**src/rtl/serial_adder_pkg.sv**
```systemverilog
// Shared definitions for the bit-serial adder: state encoding and default width.
package serial_adder_pkg;

    localparam int DEFAULT_WIDTH = 8;

    localparam logic [1:0] ST_IDLE  = 2'd0;
    localparam logic [1:0] ST_SHIFT = 2'd1;
    localparam logic [1:0] ST_DONE  = 2'd2;

    typedef enum logic [1:0] {
        S_IDLE  = ST_IDLE,
        S_SHIFT = ST_SHIFT,
        S_DONE  = ST_DONE
    } state_t;

    // A new operation may only be accepted while not shifting.
    function automatic logic can_accept(input state_t st);
        return (st != S_SHIFT);
    endfunction

endpackage

```
**src/rtl/full_adder_explicit.sv**
```systemverilog
// One-bit full adder written out as explicit propagate/generate terms.
module full_adder_explicit (
    input  logic ci,
    input  logic a,
    input  logic b,
    output logic co,
    output logic s
);

    logic p;
    logic g;

    // NOTE: continuous assigns are purely combinational, so no latch can be inferred here.
    assign p  = a ^ b;
    assign g  = a & b;
    assign s  = p ^ ci;
    assign co = g | (p & ci);

endmodule

```
**src/rtl/serial_adder_ctrl.sv**
```systemverilog
// Bit-serial adder sequencer: feeds one full-adder slice LSB first, WIDTH cycles per add.
// Optional SERIAL_ADDER_OVF_EN adds a registered signed-overflow output 'ovf'.
module serial_adder_ctrl
    import serial_adder_pkg::*;
#(
    parameter int WIDTH = DEFAULT_WIDTH
) (
    input  logic             clk,
    input  logic             rst_n,
    input  logic             start,
    input  logic [WIDTH-1:0] a_in,
    input  logic [WIDTH-1:0] b_in,
    input  logic             cin,
    output logic             busy,
    output logic             done,
    output logic [WIDTH-1:0] sum,
    output logic             cout
`ifdef SERIAL_ADDER_OVF_EN
    ,
    output logic             ovf
`endif
);

    localparam int CNT_W = $clog2(WIDTH + 1);
    localparam logic [CNT_W-1:0] LAST_BIT = CNT_W'(WIDTH - 1);

    state_t           state;
    logic [WIDTH-1:0] a_sh;
    logic [WIDTH-1:0] b_sh;
    logic [WIDTH-1:0] res;
    logic [CNT_W-1:0] cnt;
    logic             carry;

    logic             fa_co;
    logic             fa_s;
    logic [WIDTH-1:0] res_next;

    full_adder_explicit u_slice (
        .ci (carry),
        .a  (a_sh[0]),
        .b  (b_sh[0]),
        .co (fa_co),
        .s  (fa_s)
    );

    // Sum bits arrive LSB first, so they enter at the top and walk down.
    assign res_next = {fa_s, res[WIDTH-1:1]};

    always_ff @(posedge clk or negedge rst_n) begin
        if (!rst_n) begin
            state <= S_IDLE;
            a_sh  <= '0;
            b_sh  <= '0;
            res   <= '0;
            cnt   <= '0;
            carry <= 1'b0;
            busy  <= 1'b0;
            done  <= 1'b0;
            sum   <= '0;
            cout  <= 1'b0;
`ifdef SERIAL_ADDER_OVF_EN
            ovf   <= 1'b0;
`endif
        end else begin
            // NOTE: non-blocking assignments so every flop samples pre-edge values of the others.
            done <= 1'b0;
            case (state)
                S_SHIFT: begin
                    carry <= fa_co;
                    res   <= res_next;
                    a_sh  <= a_sh >> 1;
                    b_sh  <= b_sh >> 1;
                    cnt   <= cnt + CNT_W'(1);
                    if (cnt == LAST_BIT) begin
                        state <= S_DONE;
                        busy  <= 1'b0;
                        done  <= 1'b1;
                        sum   <= res_next;
                        cout  <= fa_co;
`ifdef SERIAL_ADDER_OVF_EN
                        // 'carry' still holds the carry into the MSB on this edge.
                        ovf   <= carry ^ fa_co;
`endif
                    end
                end
                default: begin
                    // IDLE, DONE and the unused encoding all behave as IDLE.
                    if (start && can_accept(state)) begin
                        state <= S_SHIFT;
                        busy  <= 1'b1;
                        a_sh  <= a_in;
                        b_sh  <= b_in;
                        carry <= cin;
                        res   <= '0;
                        cnt   <= '0;
                    end else begin
                        state <= S_IDLE;
                        busy  <= 1'b0;
                    end
                end
            endcase
        end
    end

endmodule

```
**config.mk**
```make
export PLATFORM = sky130hd
export DESIGN_NAME = serial_adder_ctrl
export DESIGN_NICKNAME = d
export VERILOG_FILES = /design/src/rtl/serial_adder_pkg.sv /design/src/rtl/full_adder_explicit.sv /design/src/rtl/serial_adder_ctrl.sv
export SDC_FILE = /design/constraint.sdc
export NUM_CORES = 1
export LEC_CHECK = 0
export BUFFER_PORTS_ARGS = -buffer_cell sky130_fd_sc_hd__buf_2
export CORE_MARGIN = 3
export CORE_UTILIZATION = 30
export CTS_CLUSTER_DIAMETER = 80
export DETAILED_ROUTE_END_ITERATION = 10
export GPL_TIMING_DRIVEN = 0
export PLACE_DENSITY_LB_ADDON = 0.08
export SETUP_SLACK_MARGIN = 0.15
export SLEW_MARGIN = 15
export SYNTH_ARGS = -nofsm -noshare
export SYNTH_HDL_FRONTEND = slang
export SYNTH_HIERARCHICAL = 1
export SYNTH_SLANG_ARGS = --single-unit
```
**constraint.sdc**
```tcl
create_clock -name clk -period 2.03 [get_ports clk]
set_clock_uncertainty 0.15 [all_clocks]
set_input_delay 0.609 -clock clk [delete_from_list [all_inputs] [get_ports clk]]
set_output_delay 0.609 -clock clk [all_outputs]
set_load 0.01 [all_outputs]
```
# == Word-level counts from Yosys, hierarchy flattened ==
# Cells that the tools add are included.
# op_classes
n_eq_ne,4
muxes,18
n_addsub,1
bitwise_logic,5
reduce_logical,3
# ops
cell,n
8-bit 2-to-1 mux,6
1-bit 2-to-1 mux,8
4-bit 2-to-1 mux,2
"4-bit by 1-bit adder with 4-bit output, second input constant",1
"4-bit by 3-bit == test with 1-bit output, second input constant",1
2-bit 2-to-1 mux,2
1-bit bitwise AND,2
"2-bit by 1-bit == test with 1-bit output, second input constant",1
"2-bit by 1-bit != test with 1-bit output, second input constant",1
"2-bit != test, second input constant",1
2-bit AND reduction,1
2-bit nonzero test,1
1-bit XOR,2
1-bit logical AND,1
1-bit OR,1
# totals
elab_cells,41
input_bits,20
reg_bits,42
output_inout_bits,11

# == Longest topological paths before layout ==
# depth
ltp_word,4
ltp_mapped,5
mapped_depth_nobuf,3

# == Modules after synthesis ==
# The synthesis kept the hierarchy.
# modules_own_cells
module,cells_per_inst,instances,area_each_um2,seq_area_each_um2
serial_adder_ctrl,146,1,1749.2,1001.0
full_adder_explicit,1,1,20.0,0.0

# == Worst setup path after synthesis ==
# Ideal clock, no wire load.
# synth_timing
path_kind,reg2reg
start,register state[0]
end,register sum[0]
period_less_slack_ns,1.594
path_slack_ns,0.436
required_time_ns,1.755
setup_ns,0.125
path_stages_with_launch,6
arrival_time_ns,1.318
path_buffers,2
cell_sequence,dfrtp_1 > nor2b_4 > buf_6 > and4b_4 > buf_12 > mux2_4
# synth_via
elab_chain_len,2
# synth_rtl
element,line_no,rtl
"start, declared",serial_adder_ctrl.sv:27,state_t state;
"start signal, assigned",serial_adder_ctrl.sv:51,state <= S_IDLE;
"start signal, assigned",serial_adder_ctrl.sv:75,state <= S_DONE;
"start signal, assigned",serial_adder_ctrl.sv:89,state <= S_SHIFT;
2-bit by 1-bit == test with 1-bit output,serial_adder_ctrl.sv:67,case (state)
2-bit AND reduction (no source line),n/a,
"end signal, assigned",serial_adder_ctrl.sv:78,sum <= res_next;
"end, declared",serial_adder_ctrl.sv:16,"output logic [WIDTH-1:0] sum,"
# No other way between the ends.
# A chain may end at the register's enable or synchronous reset.

# == Worst setup path after layout ==
# layout_timing
start,register state[1]
end,register sum[6]
# The elaborated chain is that of the path after synthesis.

==> reports/metrics.cfg <==
[timing]
rsz0062_at_grt=no
hold_viol=0
slew_viol_final=0
timing.fmax_mhz=617
fin_crit_sh_pct=79.8
min_period_ns=1.62
setup_violations=0
tns_ns=0
slew_headroom_pct=39.6
worstMarginPinSlew_ns=0.906
timing.hold.ws_ns=0.299

[logic_synthesis]
synthCells=147
async_flop_share_pct=100
yosysMostFrequentCell=dfrtp_1
synth_nets=169
postSynthAreaPerCell_um2=12.0
netlist_area_mm2=0.00177
synthTopCellsByArea=dfrtp_1 (57%), mux2i_1 (10%), mux2_4 (6.8%)
synth_common_cells=dfrtp_1 (40), nand2_1 (24), o21ai_0 (23)
synth-seq-cells=40
netlist-cell-type-count=21
synth_top_cell_by_area=dfrtp_1
synth-main-ff-cell=dfrtp_1
ys_seq_area_share_pct=56.6
yosysWarningCount=6
synth_edf_count=0
yosysTopAreaCellShare_pct=56.6

[critical_path]
cp.arrival_ns=1.65
max_stage_delay_ns=0.39
crit_path_start_kind=register
end_kind=register
crit_type=reg2reg
path_cells=nor2b_4 > buf_6 > and4b_4 > buf_12 > mux2_4
cp_slowest_cell=dfrtp_1
critPathRequiredTime_ns=2.06
crit_fanout=10

[cts]
cts.clk_slew.worst_paths_ns=0.08
post_cts.repair.setup_buffers=0
post_cts_resized=0
postCtsHoldBufs=0
cts.sinks=40
cts_made_buffers=5
cts_tree=done
cts_root_buffer=clkbuf_8
clk_latency_ns=0.29
cts_max_path_buffers=2
cts_max_level=2

[global_route]
grt_pass1_vias=1204
grt_usage_pct=12.0
grt_max_degree=41
grt_use_met3_pct=4.00
antenna_found_initial=0
grt_first_pass_wirelength_um=6010
top_usage_layer=met2
met1_usage_pct=16.2
grt_overflow=0
use_met2_pct=17.9

[die]
num_rows=27
die_area_mm2=0.00686
die_height_um=82.8
initial_core_util_pct=31.5
io_pins=31
die_w_um=82.8
core-area_mm2=0.00561

[routing]
drc=0
wl_per_cell_um=14.1
via_count=1154
ant_nets=0
drt_iter0_markers=45
viasPerCell=4.53
wl_um=3600
firstDrtPassIters=4

[placement]
hpwl_um=2460
gp_congestion=0.706
port_buffers=29
placed_area_mm2=0.00200

[run]
maxCapViolations=0

[power]
total_power_mw=2.93
p_leak_nw=1.03
power_density_mw_per_mm2=1410
ir_drop_uv=398

[final_layout]
final_util_pct=37.1
fin_nets=205
antenna_cells=0
final_area_mm2=0.00208
area_growth_syn_to_layout_pct=17.7
drive_above_1_share_pct=29.0

[worst_hold_path]
hold_class=in2async

[status]
status=completed

## path summary, 6_finish.rpt
kind	start	to	slack [ns]	cells after the start
max in group asynchronous	rst_n	a_sh[7]$_DFFE_PN0P_	0.86	1
hold reg to reg	a_sh[1]$_DFFE_PN0P_	a_sh[0]$_DFFE_PN0P_	0.34	2
hold / removal	rst_n	done$_DFF_PN0_	0.30	1
min in group clk	a_sh[1]$_DFFE_PN0P_	a_sh[0]$_DFFE_PN0P_	0.34	2
setup reg to reg	state[1]$_DFFE_PN0P_	sum[6]$_DFFE_PN0P_	0.41	5
setup / recovery	state[1]$_DFFE_PN0P_	sum[6]$_DFFE_PN0P_	0.41	5
## through the flow
| step | setup WS, ns | cells |
|---|---|---|
| after floorplan | 0.436 | 147 |
| after global placement | 0.270 | 248 |
| after detailed placement | 0.259 | 248 |
| after CTS | 0.407 | 255 |
| after global routing | 0.348 | 255 |
| final | 0.410 | 255 |
## worst max-delay path, delay by kind of cell, from the launching register on
kind                   cells  cell delay [ns]
AND/OR/NAND/NOR            2             0.38
flip-flops                 1             0.39
buffers and inverters      2             0.29
multiplexers               1             0.30
## registers in the layout, summed over array words and instances (netlist names)
register,cells
b_sh,8
a_sh,8
state,2
carry,1
res,7
cout,1
sum,8
cnt,4
done,1
## kinds of logic (layout without fill, tap and decap cells)
group / count (synthesis) / in the layout / synth area share (%)
and+or+nand+nor: 41 / 41 / 11.6
DFF: 40 / 40 / 56.6
muxes: 29 / 29 / 18.9
AOI/OAI and AO/OA: 24 / 24 / 6.93
buffers and inverters: 10 / 46 / 3.68
adders and majority gates: 2 / 2 / 1.84
xor gates and xnor gates: 1 / 1 / 0.495
## cell type report
| type | instances | area, µm² |
|---|---|---|
| buffer | 10 | 65.1 |
| timing repair buffer | 29 | 145 |
| clock inverter | 1 | 5.00 |
| fill | 579 | 3530 |
| tap | 72 | 90.1 |
| multi-input combinational | 97 | 703 |
| clock buffer | 6 | 72.6 |
| sequential | 40 | 1000 |
## metal layers
layer,vias to the layer above,routed length [µm]
met3,7,173
met2,26,1650
li1,566,-
met4,0,69
met5,-,0
met1,555,1710
## power breakdown
part	internal [mW]	switching (mW)	leakage (nW)
sequential	1.13	0.203	0.519
clock	0.234	0.255	0.0410
combinational	0.525	0.584	0.468
## cell usage in the layout, fill, tap and decap left out, types with 3 or more instances in the layout
cell type	Yosys	final
nand2_1	24	24
clkbuf_8	0	5
dfrtp_1	40	40
o21ai_0	23	23
clkbuf_1	5	6
mux2_2	3	3
buf_2	3	32
mux2_4	8	8
nand2b_1	8	8
mux2i_1	18	18
nor2_1	4	4
Note: power is estimated with default switching activity, not from simulation.
